<file path="config.mk">
export PLATFORM = sky130hd
export DESIGN_NAME = shift_operand_stage
export DESIGN_NICKNAME = d
export VERILOG_FILES = /design/src/rtl/shift_operand_stage.sv
export SDC_FILE = /design/constraint.sdc
export NUM_CORES = 1
export LEC_CHECK = 0
export CORE_AREA = 2 2 107 109
export DETAILED_ROUTE_END_ITERATION = 10
export DIE_AREA = 0 0 109 111
export GPL_TIMING_DRIVEN = 1
export PLACE_DENSITY_LB_ADDON = 0.3
export SYNTH_ARGS = -nofsm -noshare
export SYNTH_HDL_FRONTEND = slang
export SYNTH_SLANG_ARGS = --single-unit
</file>
<file path="constraint.sdc">
create_clock -name clk -period 6.3 [get_ports clk]
set_input_delay 1.26 -clock clk [delete_from_list [all_inputs] [get_ports clk]]
set_output_delay 1.26 -clock clk [all_outputs]
set_load 0.005 [all_outputs]
</file>
<file path="src/rtl/shift_operand_stage.sv">
// Operand/decode stage feeding the RV32I barrel shifters.
// Decodes SLL/SRL/SRA(I), buffers up to two entries behind a valid/ready pair.
//
// Ports:
//   clk, rst        clock, async active-high reset
//   flush           synchronous kill of all buffered entries
//   in_valid/ready  upstream handshake; instr, rs1_data, rs2_data payload
//   out_valid/ready downstream handshake
//   out_data        operand to shift (rs1_data, 0 if illegal)
//   out_shamt       shift amount
//   out_op          00 SLL, 01 SRL, 11 SRA
//   out_rd          destination register
//   out_wr_en       legal and rd != 0
//   out_illegal     instruction is not a legal shift
module shift_operand_stage #(
  parameter int SKID = 1
) (
  input  logic        clk,
  input  logic        rst,
  input  logic        flush,
  input  logic        in_valid,
  output logic        in_ready,
  input  logic [31:0] instr,
  input  logic [31:0] rs1_data,
  input  logic [31:0] rs2_data,
  output logic        out_valid,
  input  logic        out_ready,
  output logic [31:0] out_data,
  output logic [4:0]  out_shamt,
  output logic [1:0]  out_op,
  output logic [4:0]  out_rd,
  output logic        out_wr_en,
  output logic        out_illegal
);

  typedef struct packed {
    logic [31:0] data;
    logic [4:0]  shamt;
    logic [1:0]  op;
    logic [4:0]  rd;
    logic        wr_en;
    logic        illegal;
  } entry_t;

  localparam logic [6:0] OPC_R = 7'b0110011;
  localparam logic [6:0] OPC_I = 7'b0010011;
  localparam logic [6:0] F7_Z  = 7'b0000000;
  localparam logic [6:0] F7_A  = 7'b0100000;

  logic [6:0] opc;
  logic [2:0] f3;
  logic [6:0] f7;
  logic       is_r;
  logic       is_i;
  logic       sel_sll;
  logic       sel_srl;
  logic       sel_sra;
  logic       legal;
  entry_t     dec;

  assign opc = instr[6:0];
  assign f3  = instr[14:12];
  assign f7  = instr[31:25];

  assign is_r = (opc == OPC_R);
  assign is_i = (opc == OPC_I);

  // The immediate form has the same funct7 position,
  // so imm[5]=1 on a shift-immediate lands here as illegal.
  assign sel_sll = (f3 == 3'b001) && (f7 == F7_Z);
  assign sel_srl = (f3 == 3'b101) && (f7 == F7_Z);
  assign sel_sra = (f3 == 3'b101) && (f7 == F7_A);

  assign legal = (is_r || is_i)
              && (sel_sll || sel_srl || sel_sra);

  always_comb begin
    dec         = '0;
    dec.rd      = instr[11:7];
    dec.illegal = !legal;
    dec.wr_en   = legal && (instr[11:7] != 5'd0);
    if (legal) begin
      dec.data  = rs1_data;
      dec.shamt = is_r ? rs2_data[4:0]
                       : instr[24:20];
      unique case (1'b1)
        sel_sll: dec.op = 2'b00;
        sel_srl: dec.op = 2'b01;
        sel_sra: dec.op = 2'b11;
        default: dec.op = 2'b00;
      endcase
    end
  end

  logic unused_bits;
  assign unused_bits = ^{instr[19:15], rs2_data[31:5]};

  entry_t main_q;
  logic   main_v;

  if (SKID != 0) begin : g_skid

    typedef enum logic [1:0] {
      EMPTY = 2'b00,
      ONE   = 2'b01,
      FULL  = 2'b11
    } state_e;

    state_e st_q;
    entry_t skid_q;
    logic   rdy_q;
    logic   acc;
    logic   cons;

    // in_ready comes straight from rdy_q; no path from out_ready.
    assign acc    = in_valid && rdy_q;
    assign cons   = out_ready && (st_q != EMPTY);
    assign main_v = (st_q != EMPTY);

    assign in_ready = rdy_q;

    always_ff @(posedge clk or posedge rst) begin
      if (rst) begin
        st_q   <= EMPTY;
        rdy_q  <= 1'b1;
        main_q <= '0;
        skid_q <= '0;
      end else if (flush) begin
        st_q  <= EMPTY;
        rdy_q <= 1'b1;
      end else begin
        unique case (st_q)
          EMPTY: begin
            if (acc) begin
              main_q <= dec;
              st_q   <= ONE;
            end
          end
          ONE: begin
            if (acc && cons) begin
              main_q <= dec;
            end else if (acc) begin
              skid_q <= dec;
              st_q   <= FULL;
              rdy_q  <= 1'b0;
            end else if (cons) begin
              st_q <= EMPTY;
            end
          end
          FULL: begin
            // rdy_q is low here, so no accept can race this move.
            if (cons) begin
              main_q <= skid_q;
              st_q   <= ONE;
              rdy_q  <= 1'b1;
            end
          end
          default: begin
            st_q  <= EMPTY;
            rdy_q <= 1'b1;
          end
        endcase
      end
    end

  end else begin : g_single

    logic main_v_q;
    logic acc;
    logic cons;

    assign in_ready = !main_v_q || out_ready;
    assign acc      = in_valid && in_ready;
    assign cons     = main_v_q && out_ready;
    assign main_v   = main_v_q;

    always_ff @(posedge clk or posedge rst) begin
      if (rst) begin
        main_v_q <= 1'b0;
        main_q   <= '0;
      end else if (flush) begin
        main_v_q <= 1'b0;
      end else if (acc) begin
        main_q   <= dec;
        main_v_q <= 1'b1;
      end else if (cons) begin
        main_v_q <= 1'b0;
      end
    end

  end

  assign out_valid   = main_v;
  assign out_data    = main_q.data;
  assign out_shamt   = main_q.shamt;
  assign out_op      = main_q.op;
  assign out_rd      = main_q.rd;
  assign out_wr_en   = main_q.wr_en;
  assign out_illegal = main_q.illegal;

endmodule

</file>
; ---- Word-level counts from Yosys, hierarchy flattened
; Cells that the tools add are included.
[word_totals]
ff_bits = 95
out_inout_bits = 48
elab_cells = 72
in_bits = 101
[op_classes]
eq_ne = 16
n_mux = 19
reduce_logical = 21
bitwise_logic = 2
[ops]
columns = operator, count
row1 = two-way mux 46 bit, 3
row2 = one-hot mux 46 bit (3 select lines), 1
row3 = two-way mux 39 bit, 1
row4 = == test 7 x 6 -> 1 bit (second input constant), 2
row5 = two-way mux 2 bit, 6
row6 = inequality test 3 bit (second input constant), 4
row7 = AND reduction 4 bit, 3
row8 = logical AND 1 bit, 8
row9 = inequality test 2 bit (second input constant), 4
row10 = == test 7 x 5 -> 1 bit (second input constant), 1
row11 = zero test 7 bit, 1
row12 = one-hot mux 2 bit (3 select lines), 1
row13 = two-way mux 5 bit, 1
row14 = AND reduction 5 bit, 1
row15 = nonzero test 5 bit, 1
row16 = two-way mux 1 bit, 4
row17 = inequality test 4 bit (second input constant), 1
row18 = one-hot mux 2 bit (2 select lines), 1
row19 = == test 3 x 1 -> 1 bit (second input constant), 1
row20 = == test 3 bit (second input constant), 1
row21 = logical OR 1 bit, 3
row22 = one-hot mux 1 bit (3 select lines), 1
row23 = nonzero test 3 bit, 1
row24 = == test 2 x 1 -> 1 bit (second input constant), 1
row25 = 5 further kinds, 6

; ---- Logic depth before layout (Yosys ltp)
; Gate-level depths: netlist of run 1.
[logic_depth]
word_depth = 8
ltp_mapped = 9
ltp_nobuf = 6

; ---- Least setup slack after synthesis of run 1
; Ideal clock, no wire load.
[synth_timing]
path_kind = input-to-reg
from = in instr[28]
to = reg g_skid.skid_q[17] (netlist name)
setup_time_ns = 0.093
required_time_ns = 6.207
path_buffers = 2
cell_stages = 6
arrival_ns = 2.721
path_slack_ns = 3.485
path_cell_list = or4_4 -> nand4b_4 -> or2_1 -> buf_6 -> buf_6 -> o31ai_2
[synth_between]
elab_chain_len = 6
elab_cells_between_ends = 9
classes_between = eq/ne: 1 / mux: 1 / reduce/logical: 7
[synth_rtl]
columns = item, line
row1 = "start, declared", 23  ; input logic [31:0] instr,
row2 = zero test 7 bit, "70, 71"
row3 = "logical AND 1 bit, on equally long branches", "70, 71"
row4 = logical OR 1 bit, 75  ; && (sel_sll || sel_srl || sel_sra);
row5 = logical OR 1 bit *, 75
row6 = logical AND 1 bit *, 75
row7 = two-way mux 39 bit *, 82  ; if (legal) begin
row8 = "end signal, assigned", 127  ; skid_q <= '0;
row9 = "end signal, assigned", 143  ; skid_q <= dec;
row10 = "end, declared", 110  ; entry_t skid_q;
; Every way passes the cells marked *; elsewhere a longest branch is shown, timed or not.
; A chain may end at the register's enable or synchronous reset.

; ---- Worst setup path in the final report of run 1
[layout_timing]
from = in out_ready
to = reg main_q, in the netlist out_op[1]
[layout_between]
elab_chain_len = 4
elab_cells_between_ends = 5
classes_between = eq/ne: 2 / reduce/logical: 3
[layout_rtl]
columns = item, line
row1 = "start, declared", 27  ; input logic out_ready,
row2 = logical AND 1 bit *, 117  ; assign cons = out_ready && (st_q != EMPTY);
row3 = logical AND 1 bit, 140  ; if (acc && cons) begin
row4 = inequality test 2 bit (no source line), --
row5 = AND reduction 5 bit (no source line) *, --
row6 = "end signal, assigned", 153  ; main_q <= skid_q;
row7 = "end, declared", 98  ; entry_t main_q;
; Marked as above.

==> metrics.md, run 1 <==
| Metric | Value |
|---|---|
| Min-Delay Path Class | `reg2reg` |
| Synth top cells by count | `dfrtp_1, nand2_1, inv_1, mux2_2, o21ai_0` |
| Setup TNS | `0 ns` |
| Setup-failing EPs final | `0` |
| Via density | `5.53` |
| Worst reg2reg path startpoint | `g_skid.st_q[0]` |
| Via count | `3,956` |
| Slew @ Worst Pin | `1.22 ns` |
| Mux cell area share after synthesis | `8.70%` |
| Post-synth EDFFs | `0` |
| CP max FO | `40` |
| Mapped cell area | `4800 um2` |
| Top post-synthesis cells by area | `dfrtp_1, mux2_2, nand2_1, o31ai_2, o41ai_1` |
| Synth Area in Compound Gates | `20.4%` |
| WL/cell | `15.7 um` |
| Initial antenna violation count | `1` |
| Ys async rst share | `100%` |
| Gates resized, CTS repair | `0` |
| Library cells used by synthesis | `39` |
| GRT Residual Overflow | `0` |
| Worst hold endpoint | `g_skid.skid_q[45]` |
| Root buffer selected by CTS | `clkbuf_16` |
| Status | `finished, final reports clean` |
| Largest net degree at the start of global routing | `87` |
| Synth Area in Adders | `1.04%` |
| Number of fill cells | `955` |
| Met2 WL | `5750 um` |
| Leading area contributor after synthesis | `dfrtp_1` |
| Seq/Total Area, Yosys | `49.5%` |
| Count leader, synth | `dfrtp_1` |
| Cell depth of the worst flop-to-flop path | `6` |
| Hold_sp | `g_skid.skid_q[45]` |
| CTS Sinks | `95` |
| Syn_nets | `582` |
| RSZ-0062 raised after global routing | `no` |
| Gr usage total | `19.2%` |
| Synth top area share | `49.0%` |
| Number of H-tree levels | `3` |
| Top FF cell, synth | `dfrtp_1` |
| Share of cells above drive strength 1 | `14.7%` |
| Tot Pwr | `1.89 mW` |
| Die area | `12,100 um2` |
| FF-to-FF End | `out_op[1]` |
| Drt first-iter violations | `233` |
| PortBufs | `116` |
| Hpwl dp | `7420 um` |
| Final net count | `672` |
| Area Overhead vs Synth | `31.8%` |
| Met3 wire len | `597 um` |
| Relative slew slack | `18.2%` |
| Clock skew | `0.00938 ns` |
| Longest Clk Path Bufs | `2` |
| TritonCTS clock tree | `done` |
| I/O pin total | `149` |
| DRC Markers | `0` |
| Peak VDD IR | `215 uV` |
| Max Freq | `275 MHz` |
| Antenna-violating nets left | `0` |
| CP Class | `in2reg` |
| 1st-pass router iterations | `4` |
| Crit path DAT | `3.84 ns` |
| Num CTS Buffers | `9` |
| Post-Synth Simple-Gate Area | `13.9%` |
| Fin crit share | `57.6%` |
| Slew Limit Fails | `0` |
| Min Tclk post-route | `3.63 ns` |
| Clock Latency Late Sink | `0.33 ns` |
| Synth Register Bits | `95` |
| Max Used Layer | `met4` |
| CTS clk-pin slew, worst paths | `0.07 ns` |
| Syn_area_per_cell | `10.1 um2` |
| Vias in the first global route | `3,834` |
| Reg2Reg Setup Slack | `3.38 ns` |
| Post-synthesis xor/xnor area fraction | `0%` |
| WHS Path Cells | `2` |
| Die X-Extent | `109 um` |
| Routed length on met1 | `4820 um` |
| YS warnings | `0` |
| Final hold violations | `0` |
| Worst setup EP type | `flop` |
| Diode count | `0` |
| Std cell rows | `39` |
| Max-Cap Viols | `0` |
| Setup repair bufs after CTS | `0` |
| Cts hold-fix bufs | `0` |
| Leak | `2.64 nW` |
| Req. time, crit path | `6.51 ns` |
| First-pass GRT wire length | `18,700 um` |
| Largest family of logic cells by synthesized area | `compound AO/OA/AOI/OAI gates` |
| Mapped Cells | `477` |
| Wirelength, routed | `11,300 um` |
| Startpoint Class | `input port` |
| Initial Utilization | `43.3%` |
| Core area | `11,100 um2` |
| Pwr dens | `299 nW/um2` |
| Gp weighted congestion | `0.780` |
| Register Area | `2380 um2` |
| Die height | `111 um` |
| Multi-input logic area | `2130 um2` |
==> kinds of logic after synthesis <==
group                    count (synthesis)
buffers and inverters                   73
AND/OR/NAND/NOR                        137
AO/OA/AOI/OAI                          130
adder cells (fa/ha/maj)                  4
multiplexers                            38
flip-flops                              95
==> flip-flops by register name, indices dropped and copies added, names as in the netlist <==
register	cells
g_skid.skid_q	46
out_data	32
out_rd	5
out_shamt	5
g_skid.st_q	2
out_op	2
in_ready	1
out_illegal	1
out_wr_en	1
==> worst max-delay path, stage by stage <==
cell and delay (ns):
clkdlybuf4s50_1 0.55, or3b_2 0.50, o211a_1 0.24, nor2_4 0.84
mux2_2 0.42
==> cell usage in the layout, fill, tap and decap left out, types with 2 or more instances in the layout <==
master / n
o41ai_1: 25
inv_1: 29
o31ai_2: 20
a21boi_0: 6
o21ai_0: 29
buf_4: 6
nand2_1: 85
clkbuf_8: 3
nand3_1: 12
mux2_2: 30
clkinvlp_4: 3
and3_1: 6
clkbuf_16: 9
mux2i_1: 8
a21oi_1: 17
nand4_1: 11
nor2b_1: 2
dfrtp_1: 94
ha_1: 3
clkdlybuf4s50_1: 116
nor2b_2: 2
nand4b_1: 2
a31oi_1: 16
nor2_1: 3
o211ai_1: 6
o31ai_1: 5
o2111ai_1: 5
==> power by group <==
part	switching (mW)	internal [mW]
clock	0.224	0.340
combinational	0.275	0.290
sequential	0.0564	0.707
==> per-stage QoR <==
stage                     utilization [%]  std cells  worst slack [ns]  hold slack [ns]  cell area [um2]
after floorplan                         -        477              2.56            0.444             4800
after global placement               54.3        699              2.33            0.455             6010
after detailed placement             54.3        699              2.28            0.468             6010
after CTS                            57.1        715              2.63            0.483             6330
after global routing                 57.1        715              2.52            0.500             6330
final                                57.1        715              2.67            0.481             6330
==> routing by layer <==
metal  vias to the layer above  GRT usage, %
met2                       100          31.3
met5                         -             0
met4                         0          6.50
met1                      1947          24.8
met3                         6          4.76
li1                       1903             -
==> worst max-delay path by stage <==
| stage | start | cells past startpoint | slack, ns | end |
|---|---|---|---|---|
| floorplan | rst | 1 | 2.56 | g_skid.skid_q[0] |
| global placement | out_ready | 5 | 2.33 | out_data[14] |
| detailed placement | out_ready | 5 | 2.28 | out_data[19] |
| CTS | out_ready | 5 | 2.63 | out_data[19] |
| global route | out_ready | 5 | 2.52 | out_op[1] |
| finish | out_ready | 5 | 2.67 | out_op[1] |
==> area by class of cell <==
class	instances	share of cell area, %
Clock buffer	12	4.21
Sequential cell	95	37.6
Timing Repair Buffer	122	19.1
Inverter	30	1.82
Multi-Input combinational cell	309	33.7
Tap cell	143	2.83
Clock inverter	4	0.830
Note: power is estimated with default switching activity, not from simulation.
==> inputs of run 2 (changes only) <==
==> constraint.sdc (replaced) <==
create_clock -name clk -period 3.5 [get_ports clk]
set_input_delay 0.7 -clock clk [delete_from_list [all_inputs] [get_ports clk]]
set_output_delay 0.7 -clock clk [all_outputs]
set_load 0.005 [all_outputs]
==> metrics.md, run 2 (same netlist as run 1, synthesis figures left out) <==
| Metric | Value |
|---|---|
| Pwr dens | `553 nW/um2` |
| CP max FO | `19` |
| Cts hold-fix bufs | `0` |
| Min Tclk post-route | `2.62 ns` |
| Slew Limit Fails | `0` |
| DRC Markers | `0` |
| 1st-pass router iterations | `5` |
| PortBufs | `116` |
| Min-Delay Path Class | `reg2reg` |
| Peak VDD IR | `298 uV` |
| Delay-heaviest family, CP | `simple AND/OR/NAND/NOR gates` |
| Largest stage delay, worst path | `0.55 ns` |
| WL/cell | `16.2 um` |
| Final hold violations | `0` |
| Worst reg2reg path startpoint | `g_skid.st_q[0]` |
| Vias in the first global route | `3,978` |
| GRT Residual Overflow | `0` |
| Largest net degree at the start of global routing | `87` |
| Via count | `4,009` |
| Die X-Extent | `109 um` |
| Fin crit share | `75.0%` |
| Setup repair bufs after CTS | `0` |
| Setup TNS | `0 ns` |
| Leak | `2.70 nW` |
| Worst path cell trace | `clkdlybuf4s50_1 > or3b_2 > o211a_1 > nor2_4 > buf_12 > mux2_2` |
| Hpwl dp | `7820 um` |
| Fin util | `58.1%` |
| Initial antenna violation count | `0` |
| Die height | `111 um` |
| Gates resized, CTS repair | `0` |
| Setup-failing EPs final | `0` |
| CTS Sinks | `95` |
| Gp weighted congestion | `0.814` |
| Die area | `12,100 um2` |
| Crit path DAT | `2.85 ns` |
| Worst path bufs/invs | `2` |
| Initial Utilization | `43.3%` |
| Largest register FFs | `46` |
| I/O pin total | `149` |
| Most common cell after layout, fill and taps aside | `clkdlybuf4s50_1` |
| Critical path startpoint | `out_ready` |
| Max Freq | `381 MHz` |
| Hold_sp | `g_skid.skid_q[1]` |
| Final net count | `678` |
| TritonCTS clock tree | `done` |
| RSZ-0062 raised after global routing | `no` |
| Slew @ Worst Pin | `0.878 ns` |
| CP max-delay cell | `clkdlybuf4s50_1` |
| Share of cells above drive strength 1 | `15.3%` |
| Num CTS Buffers | `9` |
| Max-Cap Viols | `0` |
| Antenna-violating nets left | `0` |
| Startpoint Class | `input port` |
| Status | `finished, final reports clean` |
| Largest register by flop count | `g_skid.skid_q` |
| CP Class | `in2reg` |
| Number of H-tree levels | `3` |
| Area Overhead vs Synth | `34.2%` |
| Clock Latency Late Sink | `0.34 ns` |
| CTS clk-pin slew, worst paths | `0.06 ns` |
| Std cell rows | `39` |
| Number of fill cells | `935` |
| First-pass GRT wire length | `19,200 um` |
| Gr usage total | `19.9%` |
| Diode count | `0` |
| Commonest non-fill, non-tap cells in the layout | `clkdlybuf4s50_1, dfrtp_1, nand2_1, mux2_2` |
| Relative slew slack | `41.3%` |
| Wirelength, routed | `11,600 um` |
| Via density | `5.57` |
| Worst setup EP type | `flop` |
| Reg2Reg Setup Slack | `1.01 ns` |
| Root buffer selected by CTS | `clkbuf_16` |
| Clock skew | `0.00979 ns` |
| Longest Clk Path Bufs | `2` |
| Req. time, crit path | `3.72 ns` |
| Core area | `11,100 um2` |
| Drt first-iter violations | `232` |
run 2: cell count changes in the layout (fill, tap and decap cells not counted):
cell | previous run | this run
buf_4 | 6 | 8
bufinv_16 | 1 | 3
clkbuf_1 | 0 | 1
clkinvlp_4 | 3 | 1
inv_6 | 0 | 1
clkbuf_8 | 3 | 0
buf_12 | 0 | 4
run 2: per-stage QoR:
stage          area (um2)  power, mW  worst slack [ns]  hold slack (ns)  std cells
2_1_floorplan        4800       1.91             0.325            0.444        477
3_3_place_gp         6110       2.44             0.567            0.455        705
3_5_place_dp         6110       2.47             0.512            0.471        705
4_1_cts              6440       3.59             0.863            0.486        720
5_1_grt              6440       3.74             0.746            0.508        720
6_report             6440       3.56             0.875            0.481        720
run 2: layout make-up:
class / count / area [um2] / area share, %
clock buffer: 10 / 229 / 3.55
clock inverter: 5 / 106 / 1.65
inverter: 30 / 115 / 1.79
multi-input combinational: 309 / 2130 / 33.1
sequential: 95 / 2380 / 36.9
tap: 143 / 179 / 2.78
timing repair buffer: 128 / 1300 / 20.2
run 2: worst reg2reg max path: stages (launching register included):
cell and delay, ns:
dfrtp_1 0.39, inv_1 0.09, ha_1 0.29, or3b_2 0.52
o211a_1 0.23, nor2_4 0.30, buf_12 0.21, mux2_2 0.35
run 2: report_power, final:
part | internal, mW | switching [mW]
registers | 1.27 | 0.105
clock network | 0.698 | 0.424
logic | 0.561 | 0.504
run 2: path summary, 6_finish.rpt:
| kind | endpoint | cells past startpoint |
|---|---|---|
| max | out_data[16] | 6 |
| max in group asynchronous | in_ready | 3 |
| min reg2reg | g_skid.skid_q[1] | 2 |
| min | g_skid.skid_q[1] | 2 |
| min in group asynchronous | g_skid.skid_q[15] | 2 |
| max reg2reg | out_data[16] | 7 |
run 2: metal layers:
layer  part of all wire, %  global-route usage, %
met2                    48                   31.6
met4                   1.4                   4.96
met3                   5.5                   6.00
met5                     0                      0
met1                    45                   26.5
